`src/rtl/div_seq_pkg.sv`:
```
// Shared definitions for the sequential divider: ALU op codes and FSM state type.
package div_seq_pkg;

    localparam logic [4:0] ALU_SIGNED_DIV   = 5'b01100;
    localparam logic [4:0] ALU_UNSIGNED_DIV = 5'b01101;

    typedef enum logic [1:0] {
        S_IDLE,
        S_BUSY,
        S_DONE
    } div_state_t;

    function automatic logic is_div_op(input logic [4:0] op);
        return (op == ALU_SIGNED_DIV) || (op == ALU_UNSIGNED_DIV);
    endfunction

endpackage

```
`src/rtl/div_step.sv`:
```
// One combinational radix-2 restoring division step.
module div_step #(
    parameter int unsigned WIDTH = 32
) (
    input  logic [WIDTH-1:0] rem_in,
    input  logic [WIDTH-1:0] q_in,
    input  logic [WIDTH-1:0] divisor,
    output logic [WIDTH-1:0] rem_out,
    output logic [WIDTH-1:0] q_out
);

    logic [WIDTH:0]   shifted;
    logic [WIDTH-1:0] diff;
    logic             fits;

    always_comb begin
        shifted = {rem_in, q_in[WIDTH-1]};
        fits    = (shifted >= {1'b0, divisor});
        // When the divisor fits, the true difference is below 2^WIDTH, so WIDTH bits suffice.
        diff    = shifted[WIDTH-1:0] - divisor;
        rem_out = fits ? diff : shifted[WIDTH-1:0];
        q_out   = {q_in[WIDTH-2:0], fits};
    end

endmodule

```
`src/rtl/div_seq.sv`:
```
// Multi-cycle DIV/DIVU sequencer returning {HI=remainder, LO=quotient}.
// Optional DIV_ZERO_FAST_EN: divide-by-zero bypasses the iterative phase.
module div_seq
    import div_seq_pkg::*;
#(
    parameter int unsigned WIDTH = 32
) (
    input  logic                 clk,
    input  logic                 rst,
    input  logic [4:0]           alucontrol_i,
    input  logic                 start_i,
    input  logic [WIDTH-1:0]     a_i,
    input  logic [WIDTH-1:0]     b_i,
    input  logic                 annul_i,
    output logic                 stall_o,
    output logic                 ready_o,
    output logic [2*WIDTH-1:0]   result_o
);

    localparam int unsigned CNT_W = $clog2(WIDTH);

    div_state_t         state;
    logic [CNT_W-1:0]   cnt;
    logic [WIDTH-1:0]   rem, quo, dvsr;
    logic [WIDTH-1:0]   rem_next, quo_next;
    logic               sign_q, sign_r;
    logic [2*WIDTH-1:0] result_q;
    logic [2*WIDTH-1:0] fixed;
    logic               accept, signed_op, zero_fast;
    logic [WIDTH-1:0]   mag_a, mag_b;

    div_step #(.WIDTH(WIDTH)) u_step (
        .rem_in  (rem),
        .q_in    (quo),
        .divisor (dvsr),
        .rem_out (rem_next),
        .q_out   (quo_next)
    );

    always_comb begin
        accept    = start_i && is_div_op(alucontrol_i) && !annul_i;
        signed_op = (alucontrol_i == ALU_SIGNED_DIV);
        mag_a     = (signed_op && a_i[WIDTH-1]) ? -a_i : a_i;
        mag_b     = (signed_op && b_i[WIDTH-1]) ? -b_i : b_i;
`ifdef DIV_ZERO_FAST_EN
        zero_fast = (b_i == '0);
`else
        zero_fast = 1'b0;
`endif
        fixed     = {(sign_r ? -rem : rem), (sign_q ? -quo : quo)};
    end

    // DONE delivers combinationally so a same-cycle annul can still suppress the result.
    always_comb begin
        ready_o  = (state == S_DONE) && !annul_i;
        stall_o  = ((state == S_IDLE) && accept) || (state == S_BUSY);
        result_o = ready_o ? fixed : result_q;
    end

    always_ff @(posedge clk) begin
        if (rst) begin
            state    <= S_IDLE;
            cnt      <= '0;
            rem      <= '0;
            quo      <= '0;
            dvsr     <= '0;
            sign_q   <= 1'b0;
            sign_r   <= 1'b0;
            result_q <= '0;
        end else if (annul_i) begin
            state <= S_IDLE;
        end else begin
            case (state)
                S_IDLE: begin
                    if (accept) begin
                        cnt <= '0;
                        if (zero_fast) begin
                            rem    <= a_i;
                            quo    <= '1;
                            dvsr   <= '0;
                            sign_q <= 1'b0;
                            sign_r <= 1'b0;
                            state  <= S_DONE;
                        end else begin
                            rem    <= '0;
                            quo    <= mag_a;
                            dvsr   <= mag_b;
                            sign_q <= signed_op && (a_i[WIDTH-1] ^ b_i[WIDTH-1]);
                            sign_r <= signed_op && a_i[WIDTH-1];
                            state  <= S_BUSY;
                        end
                    end
                end
                S_BUSY: begin
                    rem <= rem_next;
                    quo <= quo_next;
                    cnt <= cnt + CNT_W'(1);
                    if (cnt == CNT_W'(WIDTH - 1)) begin
                        state <= S_DONE;
                    end
                end
                S_DONE: begin
                    result_q <= fixed;
                    state    <= S_IDLE;
                end
                default: state <= S_IDLE;
            endcase
        end
    end

endmodule

```
`config.mk`:
```
export PLATFORM = sky130hd
export DESIGN_NAME = div_seq
export DESIGN_NICKNAME = d
export VERILOG_FILES = /design/src/rtl/div_seq_pkg.sv /design/src/rtl/div_step.sv /design/src/rtl/div_seq.sv
export SDC_FILE = /design/constraint.sdc
export NUM_CORES = 1
export LEC_CHECK = 0
export CORE_ASPECT_RATIO = 0.5
export CORE_MARGIN = 1.5
export CORE_UTILIZATION = 51
export CTS_CLUSTER_DIAMETER = 120
export DETAILED_ROUTE_END_ITERATION = 8
export GPL_TIMING_DRIVEN = 0
export PLACE_DENSITY_LB_ADDON = 0.05
export RECOVER_POWER = 50
export SLEW_MARGIN = 20
export SYNTH_ARGS = -nofsm -noshare
export SYNTH_HDL_FRONTEND = slang
export SYNTH_SLANG_ARGS = --single-unit
```
`constraint.sdc`:
```
create_clock -name clk -period 3.5 [get_ports clk]
set_clock_uncertainty 0.15 [all_clocks]
set_input_delay 0.7 -clock clk [delete_from_list [all_inputs] [get_ports clk]]
set_output_delay 0.7 -clock clk [all_outputs]
set_load 0.1 [all_outputs]
```
==> results of run 1 <==
per-stage QoR:
| step | instances | power [uW] |
|---|---|---|
| final | 1907 | 4612 |
| after floorplan | 1433 | 2394 |
| after global placement | 1843 | 2625 |
| after detailed placement | 1843 | 2634 |
| after global routing | 1907 | 4760 |
| after CTS | 1889 | 4574 |
cells in the final DEF, fill, tap and decap left out, types with 48 or more instances in the layout:
cell / n
nor2_1: 137
nor2b_1: 74
a211oi_1: 51
o21ai_2: 48
clkdlybuf4s50_1: 71
clkbuf_1: 66
buf_4: 57
xor2_1: 75
dfxtp_1: 153
a21oi_1: 100
o21ai_0: 74
xnor2_1: 50
inv_1: 57
nand2_1: 150
critical path: stages, from the launching register on:
cell and delay (ns):
dfxtp_4 0.34, or4_4 0.56, or4_4 0.46, nand4bb_4 0.22
or2_4 0.30, nor2_4 0.11, mux2_4 0.33, o21ai_4 0.18
buf_12 0.20
what timing repair did:
action,4_1_cts,5_1_grt
gates resized for setup,572,103
buffers inserted,19,19
endpoints found under the setup margin,107,114
pin swaps,29,46
metal layers:
layer  vias to the layer above  GRT usage
met5                         -          0
met3                        74    0.04195
met2                       409     0.5374
li1                       5423          -
met1                      5471     0.4135
met4                         0     0.1087
kinds of logic (layout without fill, tap and decap cells):
family                     count (synthesis)  after routing  share of synthesized area
AOI/OAI and AO/OA                        408            408                     0.2343
adders and majority gates                 39             39                    0.04562
xor gates and xnor gates                 145            145                     0.1169
muxes                                     13             13                    0.01244
DFF                                      169            169                     0.3115
buffers and inverters                    144            345                    0.05023
and+or+nand+nor                          515            515                     0.2289
final cells by class:
class                   instances  area (sq um)  area share
well taps                     273         341.6     0.02292
inverters                      58         217.7     0.01461
plain buffers                  83         336.6     0.02258
repair buffers                174          1989      0.1335
clock buffers                  23         467.9     0.03139
clock inverters                 7         118.9    0.007975
multi-input cells            1120          8008      0.5372
flip-flops and latches        169          3426      0.2298
where the power goes:
part           internal (uW)  leakage [uW]  switching, uW
Clock                   1150      0.000279            799
Combinational            306       0.00417            413
Sequential              1930       0.00137           13.4
Total                   3390       0.00582           1230
worst min-delay path by stage:
stage	start	end	slack (ns)	cells after the start
2_1_floorplan	dvsr[15]	dvsr[15]	0.28	2
6_report	dvsr[15]	dvsr[15]	0.32	2
3_3_place_gp	dvsr[15]	dvsr[15]	0.30	2
4_1_cts	dvsr[15]	dvsr[15]	0.31	2
5_1_grt	dvsr[15]	dvsr[15]	0.34	2
3_5_place_dp	dvsr[15]	dvsr[15]	0.30	2
flip-flops by register name, indices dropped and copies added, names as in the netlist:
signal and cells:
result_q 64, dvsr 32, quo 32, rem 32
cnt 5, state 2, sign_q 1, sign_r 1
==> flow_summary.toml, run 1 <==
[synth]
synthTopCellsByArea = "dfxtp_1 (31%), xor2_1 (7.3%), o21ai_0 (6.2%), nand2_1 (5.5%), nor2_1 (4.8%)"
synth_edf_count = 0
synth_top_cell_by_area = "dfxtp_1"
synth_commonest_cells = "dfxtp_1 (169), nand2_1 (160), nor2_1 (140)"
syn_nets = 1545
synthCells = 1433
synth_most_common_cell = "dfxtp_1"
synth_area_sq_mm = 0.01086
synth_largest_type_area_fraction = 0.3115
yosys_register_bits = 169
ys_async_sr_fraction = 0
yosysSeqAreaShare = 0.3115
synth.avg_cell_area_sq_um = 7.579
ys_warn_count = 0
synth_flop_cell = "dfxtp_1"
yosys.cell_types.count = 67

[die]
io-pin-count = 139
core_sq_mm = 0.02069
row_count = 37
die_w_um = 209.4
design.die.area_sq_mm = 0.02223
die_y_um = 106.2
initial_utilization = 0.5248

[sta]
max_freq_mhz = 249.5
period_needed_ns = 4.008
worst_slack_ns = -0.5083
finalSetupTns_ns = -8.595
holdWs_ns = 0.3186
rsz0062_at_grt = "yes"
hold_viol_final = 0
tightest_slew_ns = 0.9729
setup_violations = 34
maxSlewHeadroom = 0.3514
final_max_slew_viol_count = 0
finalCritPeriodShare = 1.145

[clock_network]
clock_path_buffers = 2
cts_sinks = 169
cts_hold_buf = 0
cts_tree = "done"
cts_root_buf = "clkbuf_16"
path_clk_slew_ns = 0.07
numCtsBuffers = 17
clock_latency_ns = 0.45
htree_levels = 4

[routing]
dr_wl_met2_um = 17420
dr.pass1.iters = 5
first_iter_violations = 1011
wl_um = 36260
wl_per_cell_um = 19.01
dr.max_layer_used = "met4"
avgViaCountPerCell = 5.966
wl_met1_um = 15810
drtAntennaViolNets = 0
wl_met3_um = 2135
vias = 11380
remaining_drc_errors = 0

[setup_path]
crit_type = "flip-flop to primary output"
arrival_ns = 3.16
crit_end = "result_o[63]"
r2r_start = "rem[0]"
rrSetupSlack_ns = 0.18
reg2regPathDepth = 10
worstPathRequired_ns = 2.65
worst_r2r_endpoint = "rem[14]"
crit_path_start_kind = "flip-flop"
end_kind = "primary output"
critPathMaxFanout = 5
cp-startpoint = "rem[5]"

[grt]
groute.usage.overall = 0.3156
antenna_found_initial = 0
grt_max_degree = 17
grt-ovfl-total = 0
first_global_vias = 10880
grt_pass1_wl_um = 55640

[placed_design]
finalWeightedCongestion = 0.9506
port_buffers = 137
hpwl_um = 25890
dpl_cell_area_sq_mm = 0.01296
place_ws_ns = -1.420

[power_and_ir_drop]
power.leakage_uw = 0.005819
p_per_area_mw_per_mm2 = 309.4
ir_drop_mv = 0.3519

[layout]
final_nets = 1735
syn2layout_area_growth_pct = 37.25
antennaDiodeCount = 0
fillers = 1617
final_area_sq_mm = 0.01491
final_util = 0.7203
drive_above_1_share = 0.1989

[run_status]
status = "finished with violations"
violations = "negative setup slack"

[worst_hold_path]
hold_class = "flip-flop to flip-flop"

[run]
drv_cap = 0
(Power assumes the default switching activity.)
==> run 2, diff against run 1 <==
Settings changed: CAP_MARGIN set to 25, SKIP_CTS_REPAIR_TIMING set to 1.
==> run 2 against run 1 <==
Against the previous run:
- the flow still finishes with violations (negative setup slack)
- routed wire length decreased by 3.3%
- core utilization shrank 1.3 points
- register-to-register slack got worse by 0.04 ns
- critical endpoint unchanged
==> flow_summary.toml, run 2 (synthesized netlist as in run 1, its figures left out) <==
[die]
initial_utilization = 0.5248
die_y_um = 106.2
core_sq_mm = 0.02069
row_count = 37
io-pin-count = 139
die_w_um = 209.4
design.die.area_sq_mm = 0.02223

[run]
drv_cap = 0

[sta]
final_max_slew_viol_count = 0
finalCritPeriodShare = 1.167
max_freq_mhz = 244.8
hold_viol_final = 0
rsz0062_at_grt = "yes"
finalSetupTns_ns = -10.64
maxSlewHeadroom = 0.4466
tightest_slew_ns = 0.8301
setup_violations = 35
period_needed_ns = 4.085
worst_slack_ns = -0.5849
holdWs_ns = 0.3161

[routing]
dr.pass1.iters = 5
wl_um = 35060
wl_per_cell_um = 18.46
avgViaCountPerCell = 5.917
vias = 11240
drtAntennaViolNets = 0
remaining_drc_errors = 0
first_iter_violations = 918

[clock_network]
cts_sinks = 169
htree_levels = 4
cts_tree = "done"
cts_root_buf = "clkbuf_16"
clock_path_buffers = 2
numCtsBuffers = 17
clock_latency_ns = 0.44
path_clk_slew_ns = 0.07

[setup_path]
critPathMaxFanout = 5
crit_path_start_kind = "flip-flop"
arrival_ns = 3.23
cp-startpoint = "rem[5]"
crit_type = "flip-flop to primary output"
r2r_start = "rem[16]"
end_kind = "primary output"
worstPathRequired_ns = 2.65

[run_status]
status = "finished with violations"
violations = "negative setup slack"

[layout]
drive_above_1_share = 0.1790
final_cell_mix = "dfxtp_1 (158), nand2_1 (154), nor2_1 (137), a21oi_1 (100), xor2_1 (81)"
final-instance-count-excl-fill = 1899
syn2layout_area_growth_pct = 34.76
final_area_sq_mm = 0.01464
layout_commonest_cell = "dfxtp_1"
regArea_sq_mm = 0.003410
largest_reg_flops = 64
antennaDiodeCount = 0
fillers = 1671
multi_input_area_sq_mm = 0.007879
final_nets = 1727
regMostFlops = "result_q"

[power_and_ir_drop]
p_total_uw = 4605
ir_drop_mv = 0.3501
p_per_area_mw_per_mm2 = 314.6
power.leakage_uw = 0.005686

[placed_design]
placedCellCount = 1843
finalWeightedCongestion = 0.9506
port_buffers = 137
hpwl_um = 25890
dpl_cell_area_sq_mm = 0.01296

[grt]
grt-ovfl-total = 0
antenna_found_initial = 0
grt_max_degree = 17
first_global_vias = 10520
groute.usage.overall = 0.3010
grt_pass1_wl_um = 53300

[worst_hold_path]
hold_start = "dvsr[15]"
hold_class = "flip-flop to flip-flop"
==> run 2: worst max-delay path: stages, from the launching register on <==
cell and delay (ns):
dfxtp_4 0.35, or4_4 0.56, or4_4 0.49, nand4bb_4 0.24, or2_4 0.33, nor2_4 0.11
mux2_4 0.33, o21ai_4 0.19, buf_12 0.19
==> run 2: stage by stage <==
| step | setup WS, ns | utilization |
|---|---|---|
| finish | -0.5849 | 0.7072 |
| global route | -0.6636 | 0.7072 |
| CTS | -1.723 | 0.6546 |
| detailed placement | -1.420 | 0.6263 |
| global placement | -1.354 | 0.6263 |
| floorplan | -0.3447 | - |
==> run 2: report_power, final <==
part | switching, uW | internal [uW] | total (uW)
clock | 791 | 1150 | 1940
sequential | 13.8 | 1930 | 1940
combinational | 411 | 306 | 717
total | 1220 | 3390 | 4600
==> run 2: layout make-up <==
class | count | area share
Multi-Input combinational cell | 1120 | 0.5383
Sequential cell | 169 | 0.2330
Timing Repair Buffer | 166 | 0.1278
Clock buffer | 23 | 0.03197
Tap cell | 273 | 0.02334
Buffer | 83 | 0.02257
Inverter | 58 | 0.01488
Clock inverter | 7 | 0.008122
==> run 2: layer usage <==
layer / GRT usage / share of wire / vias up
met4: 0.09472 / 0.021 / 0
met5: 0 / 0 / -
met1: 0.4003 / 0.45 / 5371
met3: 0.04077 / 0.058 / 60
li1: - / - / 5410
met2: 0.5083 / 0.47 / 395
==> run 2: final timing paths <==
check,endpoint,slack [ns],cells after the start
max,result_o[63],-0.58,8
min reg2reg,dvsr[15],0.32,2
max reg2reg,rem[0],0.14,9
min,dvsr[15],0.32,2
